`config.mk`:
```
export PLATFORM = sky130hd
export DESIGN_NAME = soc_mode_ctrl_flat
export DESIGN_NICKNAME = d
export VERILOG_FILES = /design/src/rtl/soc_mode_ctrl_if.sv /design/src/rtl/soc_mode_ctrl.sv /design/src/flat_wrapper.sv
export SDC_FILE = /design/constraint.sdc
export NUM_CORES = 1
export LEC_CHECK = 0
export ABC_AREA = 1
export CAP_MARGIN = 20
export CORE_UTILIZATION = 25
export CTS_CLUSTER_DIAMETER = 200
export CTS_CLUSTER_SIZE = 24
export DETAILED_ROUTE_END_ITERATION = 8
export PLACE_DENSITY = 0.44
export SLEW_MARGIN = 25
export SYNTH_ARGS = -nofsm -noshare
export SYNTH_HDL_FRONTEND = slang
export SYNTH_SLANG_ARGS = --single-unit
```
`constraint.sdc`:
```
create_clock -name clk -period 5.7 [get_ports clk]
set_clock_uncertainty 0.2 [all_clocks]
set_input_delay 1.71 -clock clk [delete_from_list [all_inputs] [get_ports clk]]
set_output_delay 1.71 -clock clk [all_outputs]
set_load 0.05 [all_outputs]
```
`src/rtl/soc_mode_ctrl_if.sv`:
```
// Row-processor handshake: the controller requests a row with a one-cycle
// row_start_o and waits for the processor's one-cycle row_done_i.
interface soc_mode_ctrl_if;
  // row_start_o is a single-cycle request for row row_idx_o; the processor
  // replies later with a single-cycle row_done_i. There is no back-pressure.
  logic       row_start_o;
  logic [9:0] row_idx_o;
  logic       row_done_i;

  modport master (output row_start_o, output row_idx_o, input row_done_i);
  modport slave  (input row_start_o, input row_idx_o, output row_done_i);
endinterface

```
`src/rtl/soc_mode_ctrl.sv`:
```
// Frame sequencer: syncs the board switches, runs the row processor one row
// at a time in Sobel mode (or goes straight to display in raw mode).
module soc_mode_ctrl #(
  parameter int IMG_ROWS = 480,
  parameter int TIMEOUT  = 65535
) (
  input  logic                  clk,
  input  logic                  rst,
  input  logic                  MODE1_START_I,
  input  logic                  MODE2_START_I,
  input  logic                  START_I,
  input  logic                  BUZZER_MODE_I,
  soc_mode_ctrl_if.master       row_if,
  output logic [1:0]            proc_mode_o,
  output logic                  vga_en_o,
  output logic                  LED1_ON_o,
  output logic                  LED2_ON_o,
  output logic                  LED_IDLE_O,
  output logic                  buzzer_trig_o,
  output logic                  err_o,
  output logic [9:0]            cnt_img_row,
  output logic [1:0]            state_dbg
);

  typedef enum logic [1:0] {
    IDLE    = 2'd0,
    ISSUE   = 2'd1,
    WAIT    = 2'd2,
    DISPLAY = 2'd3
  } state_t;

  localparam logic [9:0]  LAST_ROW = 10'(IMG_ROWS - 1);
  localparam logic [15:0] TMO      = 16'(TIMEOUT);

  // Switch bits: [0] mode1, [1] mode2, [2] start, [3] buzzer
  logic [3:0]  sync1, sync2;
  logic        start_s3;
  state_t      state_q, state_n;
  logic [15:0] cnt_q, cnt_n;
  logic [1:0]  mode_n;
  logic [9:0]  idx_n;
  logic        row_start_n, err_n, buz_n;
  logic        m1, m2, bz, start_pulse, go_raw, go_sobel;

  assign m1          = sync2[0];
  assign m2          = sync2[1];
  assign bz          = sync2[3];
  assign start_pulse = sync2[2] & ~start_s3;
  assign go_raw      = m1 & ~m2;
  assign go_sobel    = ~m1 & m2;
  assign cnt_img_row = row_if.row_idx_o;
  assign state_dbg   = state_q;

  always_comb begin
    state_n = state_q;
    mode_n  = proc_mode_o;
    idx_n   = row_if.row_idx_o;
    err_n   = 1'b0;
    buz_n   = 1'b0;
    cnt_n   = cnt_q;
    case (state_q)
      IDLE, DISPLAY: begin
        if (start_pulse) begin
          if (go_raw) begin
            state_n = DISPLAY;
            mode_n  = 2'd1;
            buz_n   = bz;
          end else if (go_sobel) begin
            state_n = ISSUE;
            mode_n  = 2'd2;
            idx_n   = 10'd0;
          end else begin
            err_n = 1'b1;
          end
        end
      end
      ISSUE: begin
        state_n = WAIT;
        cnt_n   = cnt_q + 16'd1;
      end
      WAIT: begin
        cnt_n = cnt_q + 16'd1;
        if (row_if.row_done_i) begin
          if (row_if.row_idx_o == LAST_ROW) begin
            state_n = DISPLAY;
            buz_n   = bz;
          end else begin
            state_n = ISSUE;
            idx_n   = row_if.row_idx_o + 10'd1;
          end
        end else if (cnt_q == TMO) begin
          state_n = IDLE;
          mode_n  = 2'd0;
          err_n   = 1'b1;
        end
      end
      default: state_n = IDLE;
    endcase

    // The first row is requested on entry to ISSUE; later rows are requested
    // as ISSUE is left, which yields the two-cycle per-row overhead.
    if (state_q == ISSUE)
      row_start_n = ~row_if.row_start_o;
    else
      row_start_n = (state_n == ISSUE) && (state_q != WAIT);

    // Timeout counts from the cycle the request is visible.
    if (row_start_n)
      cnt_n = 16'd0;
  end

  always_ff @(posedge clk or posedge rst) begin
    if (rst) begin
      sync1              <= 4'd0;
      sync2              <= 4'd0;
      start_s3           <= 1'b0;
      state_q            <= IDLE;
      cnt_q              <= 16'd0;
      row_if.row_start_o <= 1'b0;
      row_if.row_idx_o   <= 10'd0;
      proc_mode_o        <= 2'd0;
      vga_en_o           <= 1'b0;
      LED1_ON_o          <= 1'b0;
      LED2_ON_o          <= 1'b0;
      LED_IDLE_O         <= 1'b1;
      buzzer_trig_o      <= 1'b0;
      err_o              <= 1'b0;
    end else begin
      sync1              <= {BUZZER_MODE_I, START_I, MODE2_START_I, MODE1_START_I};
      sync2              <= sync1;
      start_s3           <= sync2[2];
      state_q            <= state_n;
      cnt_q              <= cnt_n;
      row_if.row_start_o <= row_start_n;
      row_if.row_idx_o   <= idx_n;
      proc_mode_o        <= mode_n;
      vga_en_o           <= (state_n == DISPLAY);
      LED1_ON_o          <= (mode_n == 2'd1) && (state_n != IDLE);
      LED2_ON_o          <= (mode_n == 2'd2) && (state_n != IDLE);
      LED_IDLE_O         <= (state_n == IDLE);
      buzzer_trig_o      <= buz_n;
      err_o              <= err_n;
    end
  end

endmodule
```
`src/flat_wrapper.sv`:
```
// flat-port wrapper written by rule: the top's interface ports become plain ports
module soc_mode_ctrl_flat 
#(
  parameter int IMG_ROWS = 480,
  parameter int TIMEOUT  = 65535
)
  (clk, rst, MODE1_START_I, MODE2_START_I, START_I, BUZZER_MODE_I, proc_mode_o, vga_en_o, LED1_ON_o, LED2_ON_o, LED_IDLE_O, buzzer_trig_o, err_o, cnt_img_row, state_dbg, row_if_row_start_o, row_if_row_idx_o, row_if_row_done_i);
  soc_mode_ctrl_if row_if_i ();
  input  logic clk;
  input  logic rst;
  input  logic MODE1_START_I;
  input  logic MODE2_START_I;
  input  logic START_I;
  input  logic BUZZER_MODE_I;
  output logic [1:0] proc_mode_o;
  output logic vga_en_o;
  output logic LED1_ON_o;
  output logic LED2_ON_o;
  output logic LED_IDLE_O;
  output logic buzzer_trig_o;
  output logic err_o;
  output logic [9:0] cnt_img_row;
  output logic [1:0] state_dbg;
  output wire logic [$bits(row_if_i.row_start_o)-1:0] row_if_row_start_o;
  output wire logic [$bits(row_if_i.row_idx_o)-1:0] row_if_row_idx_o;
  input wire logic [$bits(row_if_i.row_done_i)-1:0] row_if_row_done_i;
  assign row_if_row_start_o = row_if_i.row_start_o;
  assign row_if_row_idx_o = row_if_i.row_idx_o;
  assign row_if_i.row_done_i = row_if_row_done_i;
  soc_mode_ctrl #(.IMG_ROWS(IMG_ROWS), .TIMEOUT(TIMEOUT)) u_core (.clk(clk), .rst(rst), .MODE1_START_I(MODE1_START_I), .MODE2_START_I(MODE2_START_I), .START_I(START_I), .BUZZER_MODE_I(BUZZER_MODE_I), .row_if(row_if_i), .proc_mode_o(proc_mode_o), .vga_en_o(vga_en_o), .LED1_ON_o(LED1_ON_o), .LED2_ON_o(LED2_ON_o), .LED_IDLE_O(LED_IDLE_O), .buzzer_trig_o(buzzer_trig_o), .err_o(err_o), .cnt_img_row(cnt_img_row), .state_dbg(state_dbg));
endmodule
```
; ---- Word level (Yosys, flattened, before mapping)
; Cells that the tools add are included.
; Widths: inputs -> output; s select.
[word_totals]
elab_cells = 82
register_bits = 46
[classes]
bitwise_logic = 7
n_reduce_logical = 11
n_eq_ne = 15
muxes = 33
n_addsub = 2
[ops]
columns = op, n
row1 = $mux 10, 5
row2 = $mux 16, 2
row3 = $mux 2, 11
row4 = $pmux 10 s2, 1
row5 = $add 16x1->16 const B, 1
row6 = $eq 16x16->1 const B, 1
row7 = $add 10x1->10 const B, 1
row8 = $eq 10x9->1 const B, 1
row9 = $mux 1, 10
row10 = $eq 2x2->1 const B, 4
row11 = $ne 2x2->1 const B, 4
row12 = $eq 2x1->1 const B, 3
row13 = $pmux 2 s3, 1
row14 = $reduce_and 6->1, 1
row15 = $reduce_bool 2->1, 3
row16 = $logic_not 2->1, 2
row17 = $ne 2x1->1 const B, 2
row18 = $not 1->1, 4
row19 = $pmux 1 s2, 2
row20 = $pmux 2 s2, 1
row21 = $reduce_or 2->1, 2
row22 = $and 1x1->1, 3
row23 = $logic_and 1x1->1, 3

; ---- Longest topological paths before layout
[depth]
word_depth = 10
ltp_mapped = 13
mapped_depth_nobuf = 12

; ---- Worst setup path after synthesis
; Ideal clock, no wire load.
[synth_timing]
path_type = flip-flop to output port
startpoint = register u_core.row_if.row_idx_o[5] (netlist: u_core.cnt_img_row[5])
endpoint = output port row_if_row_idx_o[5]
t_required_ns = 3.790
path_stages_with_launch = 2
setup_slack_ns = 2.799
t_arrival_ns = 0.991
cell_sequence = dfrtp_1 > buf_4
[synth_rtl]
columns = item, line
row1 = start: declaration, soc_mode_ctrl_if.sv:10  ; modport master (output row_start_o, output row_idx_o, input row_done_i);
row2 = start signal: assignment, soc_mode_ctrl.sv:135  ; row_if.row_idx_o <= idx_n;
row3 = end: declaration, flat_wrapper.sv:25  ; output wire logic [$bits(row_if_i.row_idx_o)-1:0] row_if_row_idx_o;
; No word-level cell between the ends.

; ---- Worst setup path in the final report
[layout_timing]
startpoint = register u_core.row_if.row_idx_o[5] (netlist: u_core.cnt_img_row[5])
endpoint = output port row_if_row_idx_o[5]
; No word-level cell between the ends.

==> results.sh <==
export IMPL_status="completed"
export IMPL_path_buf_inv=1
export IMPL_dp_cells=429
export IMPL_finalNetCount=316
export IMPL_dieArea_um2=10350
export IMPL_rsz0062_at_grt="false"
export IMPL_num_io_pins=38
export IMPL_cts_setup_buffers=0
export IMPL_ir_worst_vdd_mv=0.2078
export IMPL_avgSynthCellArea_um2=9.111
export IMPL_ys_warn_count=0
export IMPL_hold_depth=0
export IMPL_postCtsHoldBufs=0
export IMPL_finalHoldViolCount=0
export IMPL_core_um2=9729
export IMPL_hold_slack_ns=0.1526
export IMPL_first_pass_iters=4
export IMPL_r2r_worst_path_cells=10
export IMPL_yosysUniqueCellTypes=34
export IMPL_synth_seq_cells=46
export IMPL_syn_inst=273
export IMPL_max_cap_violations=0
export IMPL_grt_pass1_wl_mm=8.852
export IMPL_register_area_um2=1152
export IMPL_synthToLayoutAreaGrowth_pct=20.52
export IMPL_async_flop_share=1.000
export IMPL_clock_latency_ns=0.30
export IMPL_period_share=0.6241
export IMPL_arrival_ns=1.65
export IMPL_multi_input_area_um2=1077
export IMPL_synth_nets=286
export IMPL_clock_sinks=46
export IMPL_grt_overflow=0
export IMPL_crit_chain="clkdlybuf4s50_1"
export IMPL_synth_adder_area_share=0.03018
export IMPL_n_fill_cell=1084
export IMPL_routed_wl_mm=5.085
export IMPL_synth_top_area_frac=0.4527
export IMPL_cts_resized=0
export IMPL_slowest_stage="clkdlybuf4s50_1"
export IMPL_cellLeakagePower_nw=1.254
export IMPL_final_setup_viol_count=0
export IMPL_clock_path_buffers=2
export IMPL_r2r_slack_ns=3.21
export IMPL_synth_simple_area_share=0.2953
export IMPL_tightest_slew_ns=0.8007
export IMPL_ys_flop_type="dfrtp_1"
export IMPL_synth_edf_count=0
export IMPL_final_core_util=0.3081
export IMPL_cts_htree_levels=2
export IMPL_syn_area_um2=2487
export IMPL_postRouteAntennaNets=0
export IMPL_initial_core_util=0.2557
export IMPL_critPathMaxFanout=7
export IMPL_crit_required_ns=3.79
export IMPL_crit_family="buffers and inverters"
export IMPL_synthMuxAreaShare=0.004024
export IMPL_final_layout_size_suffix_gt1_frac=0.1513
export IMPL_antenna_cells=0
export IMPL_drc=0
export IMPL_min_path_type="flop to flop"
export IMPL_grt_max_degree=47
export IMPL_via_per_inst=4.190
export IMPL_power_density_nw_per_um2=473.7
export IMPL_end_kind="output port"
export IMPL_clkSlewWorstSetupHoldPaths_ns=0.09
export IMPL_tns_ns=0
export IMPL_critPathLaunchType="flop"
export IMPL_crit_type="flop to output port"
export IMPL_antenna_found_initial=0
export IMPL_die_x_um=101.7
export IMPL_cts_made_buffers=5
export IMPL_cts_root_buf="clkbuf_8"
export IMPL_synth_area_leader_cell="dfrtp_1"
export IMPL_total_power_mw=1.420
export IMPL_die_h_um=101.7
export IMPL_wl_per_cell_um=11.64
export IMPL_dp_final_hpwl_mm=3.700
export IMPL_port_buffers=37
export IMPL_worst_path_largest_cell_delay_ns=0.85
export IMPL_cp_depth=1
export IMPL_synth_most_common_cell="dfrtp_1"
export IMPL_max_slew_margin=0.4656
export IMPL_finalMaxSlewViolations=0
export IMPL_ys_seq_area_frac=0.4633
export IMPL_vias=1831
export IMPL_clock_fmax_ghz=0.2811
export IMPL_synthTopCellsByArea="dfrtp_1, nand2_1, nor2_4, inv_1, xor2_1"
export IMPL_instances_no_fill=437
export IMPL_grt_pass1_vias=1869
export IMPL_synth_top_family_by_area="simple AND/OR/NAND/NOR gates"
export IMPL_grt_usage=0.1117
export IMPL_synth_compound_area_frac=0.04728
export IMPL_drt_iter0_drc=55
export IMPL_synth_xor_area_frac=0.05634
export IMPL_gp_congestion=0.7441
export IMPL_rows=36
export IMPL_netlist_top_cells_count="dfrtp_1, nand2_1, inv_1, nor2_1, nand3_1"
export IMPL_tritoncts="done"
export IMPL_min_period_ns=3.557
-- path summary, 6_finish.rpt --
| path | from | end |
|---|---|---|
| setup reg to reg | u_core.state_dbg[0]$_DFF_PP0_ | u_core.cnt_q[11]$_DFFE_PP0P_ |
| min in group asynchronous | rst | u_core.cnt_q[0]$_DFFE_PP0P_ |
| max in group asynchronous | rst | u_core.cnt_img_row[9]$_DFFE_PP0P_ |
| setup / recovery | u_core.cnt_img_row[5]$_DFFE_PP0P_ | row_if_row_idx_o[5] |
| hold reg to reg | u_core.sync1[2]$_DFF_PP0_ | u_core.sync2[2]$_DFF_PP0_ |
| hold / removal | u_core.sync1[2]$_DFF_PP0_ | u_core.sync2[2]$_DFF_PP0_ |
-- metrics by stage --
step | worst slack [ns] | instance area, µm²
floorplan | 2.704 | 2487
global placement | 2.168 | 2905
detailed placement | 2.122 | 2905
CTS | 2.108 | 2997
global route | 2.076 | 2998
finish | 2.143 | 2998
-- kinds of logic (layout without fill, tap and decap cells) --
group                    after synthesis  in the layout
flip-flops                            46             46
buffers and inverters                 51             82
AO/OA/AOI/OAI                         19             19
multiplexers                           1              1
XOR/XNOR                              16             16
adder cells (fa/ha/maj)                6              6
AND/OR/NAND/NOR                      134            134
-- layout by cell type, fill, tap and decap left out, types with 2 or more instances in the layout --
cell and count:
nor3_1 6, nand2_1 42, o21ai_0 7, dfrtp_1 45, o31ai_1 2, nand2_2 9
o21ai_1 5, xor2_1 12, or2_2 2, nor2_2 2, clkinv_2 2, nand4_1 11
nand3_2 2, inv_1 31, nor3_2 2, nor2_4 13, clkbuf_8 6, nand3_1 19
xnor2_1 4, nor2_1 22, nand3b_1 2, inv_2 5, ha_1 6, clkdlybuf4s50_1 37
-- layer usage --
layer / vias up / global-route usage / routed length, µm
met5: - / 0 / 0
met4: 0 / 0.03679 / 65
met3: 7 / 0.02277 / 156
met2: 32 / 0.1970 / 2578
met1: 870 / 0.1352 / 2285
li1: 922 / - / -
-- registers in the layout, summed over array words and instances, names as in the netlist, 2 cells and up --
register / cells
u_core.cnt_q: 16
u_core.cnt_img_row: 10
u_core.sync1: 4
u_core.sync2: 4
u_core.proc_mode_o: 2
u_core.state_dbg: 2
-- final cells by class --
cell class              instances  share of cell area
clock buffers                   7             0.02880
clock inverters                 1            0.001669
inverters                      37             0.04674
multi-input cells             176              0.3593
flip-flops and latches         46              0.3844
well taps                     133             0.05551
repair buffers                 37              0.1235
-- power breakdown --
part           internal [mW]  switching [mW]
Combinational          0.224           0.529
Clock                 0.0981           0.111
Sequential             0.391          0.0663
Total                  0.713           0.707
Note: power is estimated with default switching activity, not from simulation.
